===== src/rtl/ball_motion_logic.sv =====
// Ball motion: latches shot velocity in IDLE, then integrates fixed-point position per frame
// with walls and friction until stopped. Optional macro BALL_WALL_BOUNCE_EN: walls reflect velocity instead of zeroing it.

module ball_axis #(
  parameter int MIN_P = 32,
  parameter int MAX_P = 592,
  parameter int SHIFT = 6
) (
  input  logic signed [16:0] pos,
  input  logic signed [10:0] vel,
  input  logic               frictionTick,
  output logic signed [16:0] posNext,
  output logic signed [10:0] velNext
);
  localparam logic signed [17:0] LO = 18'(MIN_P <<< SHIFT);
  localparam logic signed [17:0] HI = 18'(MAX_P <<< SHIFT);

  logic signed [17:0] sum;
  logic signed [10:0] velWall;
  logic               wallHit;

  always_comb begin
    sum     = 18'(pos) + 18'(vel);
    wallHit = 1'b0;
    posNext = sum[16:0];
    if (sum < LO) begin
      posNext = LO[16:0];
      wallHit = 1'b1;
    end else if (sum > HI) begin
      posNext = HI[16:0];
      wallHit = 1'b1;
    end
`ifdef BALL_WALL_BOUNCE_EN
    velWall = wallHit ? -vel : vel;
`else
    velWall = wallHit ? '0 : vel;
`endif
    // friction acts on the post-wall velocity, always toward zero
    velNext = velWall;
    if (frictionTick && velWall != '0)
      velNext = (velWall > 0) ? velWall - 11'sd1 : velWall + 11'sd1;
  end
endmodule

module ball_motion_logic #(
  parameter int INIT_X            = 320,
  parameter int INIT_Y            = 240,
  parameter int MIN_X             = 32,
  parameter int MAX_X             = 592,
  parameter int MIN_Y             = 32,
  parameter int MAX_Y             = 432,
  parameter int FIXED_POINT_SHIFT = 6,
  parameter int FRICTION_PERIOD   = 4,
  parameter int VELOCITY_LIMIT    = 200
) (
  input  logic               clk,
  input  logic               resetN,
  input  logic               startOfFrame,
  input  logic               velocityWriteEnable,
  input  logic signed [10:0] newVelocityX,
  input  logic signed [10:0] newVelocityY,
  input  logic               respawnBall,
  output logic signed [10:0] topLeftX,
  output logic signed [10:0] topLeftY,
  output logic signed [10:0] velocityX,
  output logic signed [10:0] velocityY,
  output logic               ballMoving,
  output logic               ballStopped
);
  localparam int NUM_AXES = 2;
  localparam int CW = (FRICTION_PERIOD > 1) ? $clog2(FRICTION_PERIOD) : 1;
  localparam logic [16:0] INIT_PX = 17'(INIT_X <<< FIXED_POINT_SHIFT);
  localparam logic [16:0] INIT_PY = 17'(INIT_Y <<< FIXED_POINT_SHIFT);
  localparam logic signed [10:0] VLIM = 11'(VELOCITY_LIMIT);

  typedef enum logic {IDLE, MOVING} state_t;

  state_t state, stateNext;
  logic [NUM_AXES-1:0][16:0] posQ, posD, posAxis;
  logic [NUM_AXES-1:0][10:0] velQ, velD, velAxis;
  logic [CW-1:0] fricCnt, fricCntD;
  logic stoppedD, frictionTick;

  function automatic logic [10:0] sat(input logic signed [10:0] v);
    if (v > VLIM)       return VLIM;
    else if (v < -VLIM) return -VLIM;
    else                return v;
  endfunction

  assign frictionTick = (fricCnt == CW'(FRICTION_PERIOD - 1));

  for (genvar a = 0; a < NUM_AXES; a++) begin : gAxis
    ball_axis #(
      .MIN_P (a == 0 ? MIN_X : MIN_Y),
      .MAX_P (a == 0 ? MAX_X : MAX_Y),
      .SHIFT (FIXED_POINT_SHIFT)
    ) uAxis (
      .pos          (posQ[a]),
      .vel          (velQ[a]),
      .frictionTick (frictionTick),
      .posNext      (posAxis[a]),
      .velNext      (velAxis[a])
    );
  end

  always_comb begin
    stateNext = state;
    posD      = posQ;
    velD      = velQ;
    fricCntD  = fricCnt;
    stoppedD  = 1'b0;
    if (respawnBall) begin
      stateNext = IDLE;
      posD      = {INIT_PY, INIT_PX};
      velD      = '0;
      fricCntD  = '0;
    end else if (velocityWriteEnable && state == IDLE) begin
      // a coincident frame pulse is ignored here: IDLE never integrates
      velD[0]  = sat(newVelocityX);
      velD[1]  = sat(newVelocityY);
      fricCntD = '0;
      if (velD != '0) stateNext = MOVING;
    end else if (startOfFrame && state == MOVING) begin
      posD     = posAxis;
      velD     = velAxis;
      fricCntD = frictionTick ? '0 : fricCnt + 1'b1;
      if (velAxis == '0) begin
        stateNext = IDLE;
        stoppedD  = 1'b1;
      end
    end
  end

  always_ff @(posedge clk or negedge resetN) begin
    if (!resetN) begin
      state       <= IDLE;
      posQ        <= {INIT_PY, INIT_PX};
      velQ        <= '0;
      fricCnt     <= '0;
      ballStopped <= 1'b0;
    end else begin
      state       <= stateNext;
      posQ        <= posD;
      velQ        <= velD;
      fricCnt     <= fricCntD;
      ballStopped <= stoppedD;
    end
  end

  logic signed [16:0] posXs, posYs;
  assign posXs = posQ[0];
  assign posYs = posQ[1];

  assign topLeftX   = 11'(posXs >>> FIXED_POINT_SHIFT);
  assign topLeftY   = 11'(posYs >>> FIXED_POINT_SHIFT);
  assign velocityX  = velQ[0];
  assign velocityY  = velQ[1];
  assign ballMoving = (state == MOVING);
endmodule


===== config.mk =====
export PLATFORM = sky130hd
export DESIGN_NAME = ball_motion_logic
export DESIGN_NICKNAME = d
export VERILOG_FILES = /design/src/rtl/ball_motion_logic.sv
export SDC_FILE = /design/constraint.sdc
export NUM_CORES = 1
export LEC_CHECK = 0
export ABC_AREA = 1
export BUFFER_PORTS_ARGS = -buffer_cell sky130_fd_sc_hd__buf_2
export CAP_MARGIN = 15
export CORE_MARGIN = 3
export CORE_UTILIZATION = 60
export CTS_CLUSTER_DIAMETER = 120
export CTS_CLUSTER_SIZE = 16
export DETAILED_ROUTE_END_ITERATION = 12
export MAX_ROUTING_LAYER = met4
export PLACE_DENSITY_LB_ADDON = 0.08
export SYNTH_ARGS = -nofsm -noshare
export SYNTH_HDL_FRONTEND = slang
export SYNTH_HIERARCHICAL = 1
export SYNTH_SLANG_ARGS = --single-unit
export TNS_END_PERCENT = 30

===== constraint.sdc =====
create_clock -name clk -period 7.8 [get_ports clk]
set_input_delay 0 -clock clk [delete_from_list [all_inputs] [get_ports clk]]
set_output_delay 0 -clock clk [all_outputs]
set_load 0.05 [all_outputs]

==> results of run 1 <==
registers in the layout, summed over array words and instances (netlist names):
signal       flops
posXs           17
posYs           17
velocityX       11
velocityY       11
fricCnt          2
ballMoving       1
ballStopped      1
through the flow:
stage	hold WS (ns)	cells	worst slack, ns
6_report	0.0318	1354	1.71
5_1_grt	0.0464	1354	1.06
4_1_cts	0.00987	1354	1.73
3_5_place_dp	0.217	1328	1.74
3_3_place_gp	0.207	1328	1.99
2_1_floorplan	-0.296	1158	2.34
power by group:
group | internal [mW] | total, mW | switching (mW)
combinational | 0.527 | 1.59 | 1.07
clock | 0.263 | 0.406 | 0.143
sequential | 0.354 | 0.423 | 0.0694
total | 1.14 | 2.42 | 1.28
area by class of cell:
type | instances | area, sq um | area share
Multi-Input combinational cell | 870 | 4840 | 0.605
Tap cell | 143 | 179 | 0.0224
Sequential cell | 60 | 1510 | 0.189
Timing Repair Buffer | 85 | 483 | 0.0604
Clock inverter | 4 | 47.5 | 0.00595
Inverter | 180 | 681 | 0.0852
Clock buffer | 12 | 256 | 0.0321
cells by family after synthesis:
family / Yosys count / synth area share
compound gates: 172 / 0.155
xor+xnor: 17 / 0.0212
fa+ha+maj: 59 / 0.104
buf+inv: 228 / 0.140
flops: 60 / 0.205
other cells: 2 / 0.00102
simple gates: 619 / 0.374
layer usage:
metal,vias to the layer above,wire length (microns),part of all wire,global-route usage
met5,-,0,0,-
met4,0,344,0.018,0.0887
met3,31,1330,0.067,0.0478
met2,252,8810,0.45,0.474
met1,3321,9170,0.47,0.408
li1,3793,-,-,-
worst max-delay path by stage:
stage / from / slack, ns / end
4_1_cts: velocityX[0]$_DFFE_PN0P_ / 1.73 / ballMoving$_DFFE_PN0P_
3_3_place_gp: velocityX[0]$_DFFE_PN0P_ / 1.99 / ballMoving$_DFFE_PN0P_
6_report: velocityX[0]$_DFFE_PN0P_ / 1.71 / ballMoving$_DFFE_PN0P_
3_5_place_dp: velocityX[0]$_DFFE_PN0P_ / 1.74 / ballMoving$_DFFE_PN0P_
2_1_floorplan: velocityX[0]$_DFFE_PN0P_ / 2.34 / ballMoving$_DFFE_PN0P_
5_1_grt: velocityX[0]$_DFFE_PN0P_ / 1.06 / ballMoving$_DFFE_PN0P_
Yosys cell counts (10+ instances only):
library cell and count:
o21ai_0 36, nand3_1 60, ha_1 55, xor2_1 10, buf_2 12, nand4_1 16, nand2_2 27, dfrtp_1 54
buf_4 26, a21oi_1 59, inv_1 159, a22o_1 29, nand2_1 327, inv_2 18, nor2_1 136
tightest hold or removal path: stages:
cell,delay [ns]
buf_2,0.12
o21ai_1,0.09
a21oi_2,0.11
what timing repair did:
item / in CTS / in global routing
setup buffers: 0 / 0
endpoints found under the hold margin: 63 / 0
hold buffers: 10 / 0
==> impl_metrics.yaml, run 1 <==
timing:
  tightest_slew_ns: 0.818
  fmax_ghz: 0.164
  hold_viol_final: 0
  finalCritPeriodShare: 0.781
  drv_slew: 0
  max_slew_margin: 0.454
  timing.final.crit_period_ns: 6.09
  rsz0062_at_grt: "no"
  tns_ns: 0
  fin_skew_ns: 0.00717
  setup_viol_count_final: 0
clock_tree:
  cts_resized: 0
  clkSlewWorstSetupHoldPaths_ns: 0.05
  htree_levels: 3
  cts.sinks: 60
  cts_tree: "done"
  root_buffer: "clkbuf_16"
  cts_buffers: 9
  insertion_delay_ns: 0.34
  cts_buffer_depth: 2
worst_setup_path:
  cp_num_cells: 38
  r2r-end: "ballMoving$_DFFE_PN0P_"
  max_stage_delay_ns: 0.66
  crit_fanout: 23
  rrSetupSlack_ns: 1.71
  cp_data_arrival_time_ns: 6.35
  critPathSlowestCell: "a21oi_1"
  endpoint_kind: "flop"
  path_class: "flop to flop"
  worstPathRequired_ns: 8.06
  crit_family: "simple AND/OR/NAND/NOR gates"
  startpoint_type: "flop"
  cpMostUsedCell: "nand2_1"
  worst-path-buf-inv: 5
  reg2regPathDepth: 38
  timing.rr.start: "velocityX[0]$_DFFE_PN0P_"
outcome:
  status: "finished, final reports clean"
route:
  drc_errors: 0
  wl_per_cell_microns: 14.5
  via_count: 7397
  drt-initial-drc-count: 564
  wirelength_microns: 19700
  viasPerCell: 5.46
  ant_nets: 0
  drtPass1Iterations: 5
floorplan:
  die-area_sq_um: 13600
  dieWidth_microns: 117
  core.rowCount: 39
  io_pins: 73
  core_sq_um: 11700
  die_h_microns: 117
  initial_utilization: 0.629
finish:
  postLayoutCoreUtil: 0.682
  layout-drive-gt1-share: 0.162
  antennaDiodeCount: 0
  fillerInstances: 1065
  final_net_count: 1292
  mostFrequentLayoutCell: "nand2_1"
  final_cell_area_sq_um: 7990
  syn_to_final_growth_pct: 8.53
  layout_common_cells: "327 x nand2_1, 159 x inv_1, 134 x nor2_1"
synthesis:
  synth_area_per_cell_sq_um: 6.36
  ys_seq_area_frac: 0.205
  synth_top_area_cell: "dfrtp_1"
  yosysWarnings: 6
  synth_area_leaders: "dfrtp_1 18%, nand2_1 17%, ha_1 9.3%"
  synth_edf_count: 0
  ys_async_sr_fraction: 1.00
  synth_cell_types: 56
  syn-instance-count: 1157
  yosys.area.top_type_share: 0.184
  synth_ff_type: "dfrtp_1"
  yosys_register_bits: 60
  synth_area_sq_um: 7360
global_route:
  antenna_found_initial: 0
  gr-total-overflow: 0
  grt_pass1_wl_microns: 31900
  grt_pass1_vias: 6721
  grt_max_degree: 61
  grt.total_usage: 0.303
power:
  p_per_area_nw_per_um2: 303
  vdd_drop_max_uv: 215
  power_mw: 2.42
  p_leak_nw: 4.48
job:
  cap_violations: 0
min_path:
  min-delay-start: "newVelocityY[9]"
  hold_path_end: "velocityY[9]$_DFFE_PN0P_"
  hold_path_class: "input port to flop"
  holdPathStages: 3
place:
  place_area_sq_um: 7590
  io_buffers: 72
  post-dp-hpwl_microns: 15200
  gp_congestion: 0.975
No activity file was read; power rests on OpenSTA's default activity.
==> inputs of run 2 (changes only) <==
==> constraint.sdc (replaced) <==
create_clock -name clk -period 6.3 [get_ports clk]
set_input_delay 0 -clock clk [delete_from_list [all_inputs] [get_ports clk]]
set_output_delay 0 -clock clk [all_outputs]
set_load 0.05 [all_outputs]
==> run 2 against run 1 <==
  * Global-route usage is 1.4 points higher
  * Sequential power up 24%
  * Maximum frequency is 8.3% higher
  * Via count is 2.0% higher
  * Clock skew about the same
  * Register-to-register slack worse by 1.0 ns
==> impl_metrics.yaml, run 2 (same netlist as run 1, synthesis figures left out) <==
outcome:
  status: "finished, final reports clean"
place:
  post-dp-hpwl_microns: 15500
  io_buffers: 72
  pre_cts_slack_ns: 0.455
  gp_congestion: 1.00
route:
  wirelength_microns: 20400
  viasPerCell: 5.57
  drt-initial-drc-count: 633
  wl_met2_microns: 9280
  wl_met1_microns: 9460
  via_count: 7546
  drc_errors: 0
  drtPass1Iterations: 5
  routed.top_layer: "met4"
  wl_per_cell_microns: 15.1
  dr_wl_met3_microns: 1360
  ant_nets: 0
floorplan:
  core_sq_um: 11700
  io_pins: 73
  die-area_sq_um: 13600
  dieWidth_microns: 117
  initial_utilization: 0.629
  die_h_microns: 117
  core.rowCount: 39
min_path:
  holdPathStages: 3
  hold_path_end: "velocityY[5]$_DFFE_PN0P_"
  min-delay-start: "newVelocityY[5]"
  hold_path_class: "input port to flop"
timing:
  rsz0062_at_grt: "no"
  max_slew_margin: 0.463
  fmax_ghz: 0.178
  hold_viol_final: 0
  tightest_slew_ns: 0.806
  drv_slew: 0
  fin_skew_ns: 0.00710
  timing.final.crit_period_ns: 5.63
  finalCritPeriodShare: 0.893
  layout_setup_ws_ns: 0.674
  tns_ns: 0
  setup_viol_count_final: 0
worst_setup_path:
  critPathSlowestCell: "dfrtp_1"
  timing.rr.start: "velocityX[0]$_DFFE_PN0P_"
  r2r-end: "ballMoving$_DFFE_PN0P_"
  rrSetupSlack_ns: 0.67
  endpoint_kind: "flop"
  max_stage_delay_ns: 0.42
  crit_path_start: "velocityX[0]$_DFFE_PN0P_"
  crit_fanout: 23
  cpMostUsedCell: "nand2_1"
  cp_data_arrival_time_ns: 5.89
  startpoint_type: "flop"
  reg2regPathDepth: 38
  path_class: "flop to flop"
  worstPathRequired_ns: 6.57
clock_tree:
  root_buffer: "clkbuf_16"
  insertion_delay_ns: 0.34
  cts_tree: "done"
  htree_levels: 3
  cts.sinks: 60
  cts_buffers: 9
  cts_buffer_depth: 2
  clkSlewWorstSetupHoldPaths_ns: 0.06
power:
  vdd_drop_max_uv: 357
  p_per_area_nw_per_um2: 384
  power_mw: 3.08
  p_leak_nw: 4.49
global_route:
  grt.total_usage: 0.317
  grt_max_degree: 61
  grt_pass1_vias: 6952
  grt_pass1_wl_microns: 33400
  antenna_found_initial: 0
  gr-total-overflow: 0
finish:
  antennaDiodeCount: 0
  layout_common_cells: "327 x nand2_1, 159 x inv_1, 134 x nor2_1"
  syn_to_final_growth_pct: 8.84
  mostFrequentLayoutCell: "nand2_1"
  fillerInstances: 1078
  layout-drive-gt1-share: 0.164
  final_net_count: 1293
job:
  cap_violations: 0
==> run 2: cell count changes in the layout (fill, tap and decap cells not counted) <==
cell	change
a21oi_1	-1
a21oi_2	+1
buf_4	+3
bufinv_16	+1
clkbuf_1	+1
clkbuf_8	-1
clkinv_2	-1
clkinv_4	+1
clkinvlp_4	-1
dlygate4sd3_1	-2
o21ai_0	-1
o21ai_1	+1
==> run 2: final cells by class <==
type,count,area [sq um],share of cell area
tap,143,179,0.0223
sequential,60,1510,0.188
clock inverter,4,73.8,0.00921
inverter,180,681,0.0849
clock buffer,12,246,0.0308
timing repair buffer,86,485,0.0606
multi-input combinational,870,4840,0.604
==> run 2: what timing repair did <==
action                                 in CTS  in global routing
endpoints found under the hold margin      61                  0
gates resized for setup                     0                  2
setup endpoints to repair                   0                  2
buffers inserted                            0                  0
hold buffers                                8                  0
==> run 2: per-layer routing <==
metal  up-vias  GRT usage
met5         -          -
met4         0     0.0780
met3        36     0.0458
met2       297      0.495
met1      3418      0.436
li1       3795          -
==> run 2: power by group <==
group | total, mW | switching [mW] | leakage, nW | internal (mW)
sequential | 0.524 | 0.0861 | 0.788 | 0.438
clock | 0.542 | 0.185 | 0.157 | 0.357
combinational | 2.01 | 1.35 | 3.55 | 0.669
==> run 2: per-stage QoR <==
stage	util	area, sq um	cells	hold slack, ns
4_1_cts	0.684	8010	1355	0.00404
6_report	0.684	8010	1355	0.00507
3_3_place_gp	0.650	7610	1331	0.216
5_1_grt	0.684	8010	1355	0.0247
2_1_floorplan	-	7370	1158	-0.296
3_5_place_dp	0.650	7610	1331	0.223
==> run 2: how the worst max path moves through the flow <==
stage,endpoint,slack (ns),cells past startpoint
after floorplan,ballMoving$_DFFE_PN0P_,0.84,37
after global placement,ballMoving$_DFFE_PN0P_,0.63,37
after detailed placement,ballMoving$_DFFE_PN0P_,0.45,38
after CTS,ballMoving$_DFFE_PN0P_,0.44,38
after global routing,ballMoving$_DFFE_PN0P_,0.1,38
final,ballMoving$_DFFE_PN0P_,0.67,38
==> run 2: worst max-delay path, delay by kind of cell (launching register included) <==
kind	cells	cell delay (ns)
buffers and inverters	5	0.44
adder cells (fa/ha/maj)	3	1.03
AND/OR/NAND/NOR	21	2.29
AO/OA/AOI/OAI	9	1.39
flip-flops	1	0.42
==> inputs of run 3 (changes only) <==
--- a/config.mk
+++ b/config.mk
@@ -5,10 +5,9 @@
 export SDC_FILE = /design/constraint.sdc
 export NUM_CORES = 1
 export LEC_CHECK = 0
-export ABC_AREA = 1
+export ABC_AREA = 0
 export BUFFER_PORTS_ARGS = -buffer_cell sky130_fd_sc_hd__buf_2
 export CAP_MARGIN = 15
-export CORE_MARGIN = 3
 export CORE_UTILIZATION = 60
 export CTS_CLUSTER_DIAMETER = 120
 export CTS_CLUSTER_SIZE = 16
==> run 3 against run 2 <==
  * Via count fell by 5.2%
  * Clock power fell by 17%
  * Largest cell class unchanged
  * Synthesized area down 6.4%
  * Sequential share of layout area rose by 0.74 points
==> impl_metrics.yaml, run 3 <==
synthesis:
  yosys.area.top_type_share: 0.196
  synth_area_sq_um: 6890
  synth_area_per_cell_sq_um: 7.52
  synth_ff_type: "dfrtp_1"
  yosys_register_bits: 60
  synth_cell_types: 82
  synth_commonest_cells: "115 x nand2_1, 88 x a21oi_1, 86 x nor2_1, 55 x ha_1, 54 x dfrtp_1"
  synth_top_area_cell: "dfrtp_1"
  yosysMostFrequentCell: "nand2_1"
  synth_edf_count: 0
  ys_async_sr_fraction: 1.00
  yosysWarnings: 6
  syn-instance-count: 916
  synth_area_leaders: "dfrtp_1 20%, ha_1 10%, a21oi_1 6.4%"
  ys_seq_area_frac: 0.219
power:
  vdd_drop_max_uv: 207
  p_int_mw: 1.20
  pwr-share-seq: 0.207
  p_sw_frac: 0.468
  combPwrFrac: 0.593
  p_leak_nw: 3.55
  p_clk_frac: 0.200
  p_sw_mw: 1.05
  p_per_area_nw_per_um2: 292
finish:
  fillerInstances: 952
  layout-drive-gt1-share: 0.176
  postLayoutCoreUtil: 0.699
  syn_to_final_growth_pct: 11.9
  layout_common_cells: "114 x nand2_1, 86 x nor2_1, 86 x a21oi_1"
  final_net_count: 1058
  mostFrequentLayoutCell: "nand2_1"
  antennaDiodeCount: 0
route:
  dr_wl_met3_microns: 1340
  viasPerCell: 6.40
  routed.top_layer: "met4"
  wirelength_microns: 19700
  via_count: 7152
  wl_per_cell_microns: 17.7
  wl_met1_microns: 8770
  ant_nets: 0
  drt-initial-drc-count: 613
  wl_met2_microns: 9070
  drtPass1Iterations: 5
  drc_errors: 0
job:
  cap_violations: 0
worst_setup_path:
  crit_path_start: "velocityY[2]$_DFFE_PN0P_"
  timing.rr.start: "velocityY[2]$_DFFE_PN0P_"
  reg2regPathDepth: 26
  rrSetupSlack_ns: 0.28
  worstPathRequired_ns: 6.48
  crit_fanout: 7
  r2r-end: "ballMoving$_DFFE_PN0P_"
  endpoint_kind: "flop"
  path_class: "flop to flop"
  cp_data_arrival_time_ns: 6.21
  startpoint_type: "flop"
clock_tree:
  insertion_delay_ns: 0.33
  cts_buffers: 9
  cts.sinks: 60
  cts_tree: "done"
  htree_levels: 3
  clkSlewWorstSetupHoldPaths_ns: 0.05
  cts_buffer_depth: 2
  root_buffer: "clkbuf_16"
timing:
  timing.hold.ws_ns: 0.0461
  tightest_slew_ns: 1.07
  max_slew_margin: 0.286
  fin_skew_ns: 0.00860
  setup_viol_count_final: 0
  drv_slew: 0
  fmax_ghz: 0.166
  finalCritPeriodShare: 0.956
  layout_setup_ws_ns: 0.277
  hold_viol_final: 0
  timing.final.crit_period_ns: 6.02
floorplan:
  die-area_sq_um: 11900
  core_sq_um: 11000
  dieWidth_microns: 109
  initial_utilization: 0.625
  io_pins: 73
  die_h_microns: 109
  core.rowCount: 38
min_path:
  holdPathStages: 4
  hold_path_end: "velocityY[2]$_DFFE_PN0P_"
  min-delay-start: "newVelocityY[2]"
  hold_path_class: "input port to flop"
global_route:
  gr-total-overflow: 0
  grt_pass1_wl_microns: 31300
  antenna_found_initial: 0
  grt_max_degree: 61
  grt_pass1_vias: 6540
  grt.total_usage: 0.347
place:
  pre_cts_slack_ns: -0.0192
  gp_congestion: 1.01
  post-dp-hpwl_microns: 14800
  io_buffers: 72
outcome:
  status: "finished, final reports clean"
==> run 3: cell types whose count changed in the layout (fill, tap and decap cells not counted), moves of 18 or more <==
cell	previous run	this run
nor2_1	134	86
nand2b_1	0	21
and2_1	2	26
inv_2	18	0
nand3_1	60	15
inv_1	159	32
a22o_1	29	0
nand2_1	327	114
a21oi_1	58	86
nand2_2	27	2
o21a_1	0	28
buf_4	6	36
==> run 3: how the worst max path moves through the flow <==
stage                             end  slack [ns]
2_1_floorplan  ballMoving$_DFFE_PN0P_        0.09
3_3_place_gp   ballMoving$_DFFE_PN0P_        0.09
3_5_place_dp   ballMoving$_DFFE_PN0P_       -0.02
4_1_cts        ballMoving$_DFFE_PN0P_        0.01
5_1_grt        ballMoving$_DFFE_PN0P_       -0.02
6_report       ballMoving$_DFFE_PN0P_        0.28
==> run 3: repair_timing <==
action / 4_1_cts / 5_1_grt
hold buffers: 1 / 0
endpoints found under the hold margin: 54 / 0
gates resized for setup: 1 / 22
pin swaps: 2 / 9
endpoints found under the setup margin: 2 / 4
setup buffers: 1 / 5
==> run 3: worst max-delay path: stages, from the launching register on <==
cell and delay [ns]:
dfrtp_1 0.47, ha_1 0.38, and3_1 0.20, a211oi_2 0.34
a2111oi_1 0.13, a311o_1 0.36, or4_1 0.56, a2bb2oi_1 0.18
a211oi_4 0.23, buf_4 0.18, nand3b_1 0.13, inv_1 0.10
ha_1 0.26, nor2b_1 0.15, o21ai_0 0.23, a21oi_1 0.13
o21ai_1 0.19, a21oi_1 0.11, o21ai_0 0.16, nand2_1 0.11
xnor2_1 0.16, o21ai_0 0.12, and2_1 0.22, nor4_2 0.31
nand4_1 0.15, nor4_2 0.20, o32ai_1 0.11
==> run 3: layer usage <==
| layer | vias to the layer above | global-route usage |
|---|---|---|
| met1 | 3367 | 0.450 |
| met3 | 55 | 0.0604 |
| met5 | - | - |
| met4 | 0 | 0.112 |
| met2 | 320 | 0.549 |
| li1 | 3410 | - |
==> run 3: power by group through the flow <==
stage	combinational, mW	sequential [mW]	clock, mW
floorplan	0.864	0.545	0
global placement	1.21	0.469	0
detailed placement	1.24	0.471	0
CTS	1.26	0.465	0.455
global route	1.45	0.469	0.475
finish	1.34	0.466	0.451
==> run 3: metrics by stage <==
stage	power, mW	setup TNS, ns	cell area (sq um)	instances
2_1_floorplan	1.41	0	6890	917
3_3_place_gp	1.67	0	7290	1093
3_5_place_dp	1.71	-0.0252	7290	1093
4_1_cts	2.18	0	7590	1111
5_1_grt	2.39	-0.0351	7710	1117
6_report	2.25	0	7710	1117
==> run 3: cell type report <==
cell class | instances | area (sq um) | area share
clock buffer | 12 | 246 | 0.0320
clock inverter | 4 | 26.3 | 0.00341
inverter | 34 | 133 | 0.0172
multi-input combinational | 757 | 4970 | 0.645
sequential | 60 | 1510 | 0.196
tap | 140 | 175 | 0.0227
timing repair buffer | 110 | 646 | 0.0837
==> run 3: logic make-up (layout without fill, tap and decap cells) <==
logic type,Yosys count,in the layout,synth area share
adders and majority gates,59,59,0.112
DFF,60,60,0.219
and+or+nand+nor,370,370,0.267
buffers and inverters,100,160,0.0721
other,2,3,0.00109
muxes,7,7,0.0104
xor gates and xnor gates,30,30,0.0381
AOI/OAI and AO/OA,288,288,0.281
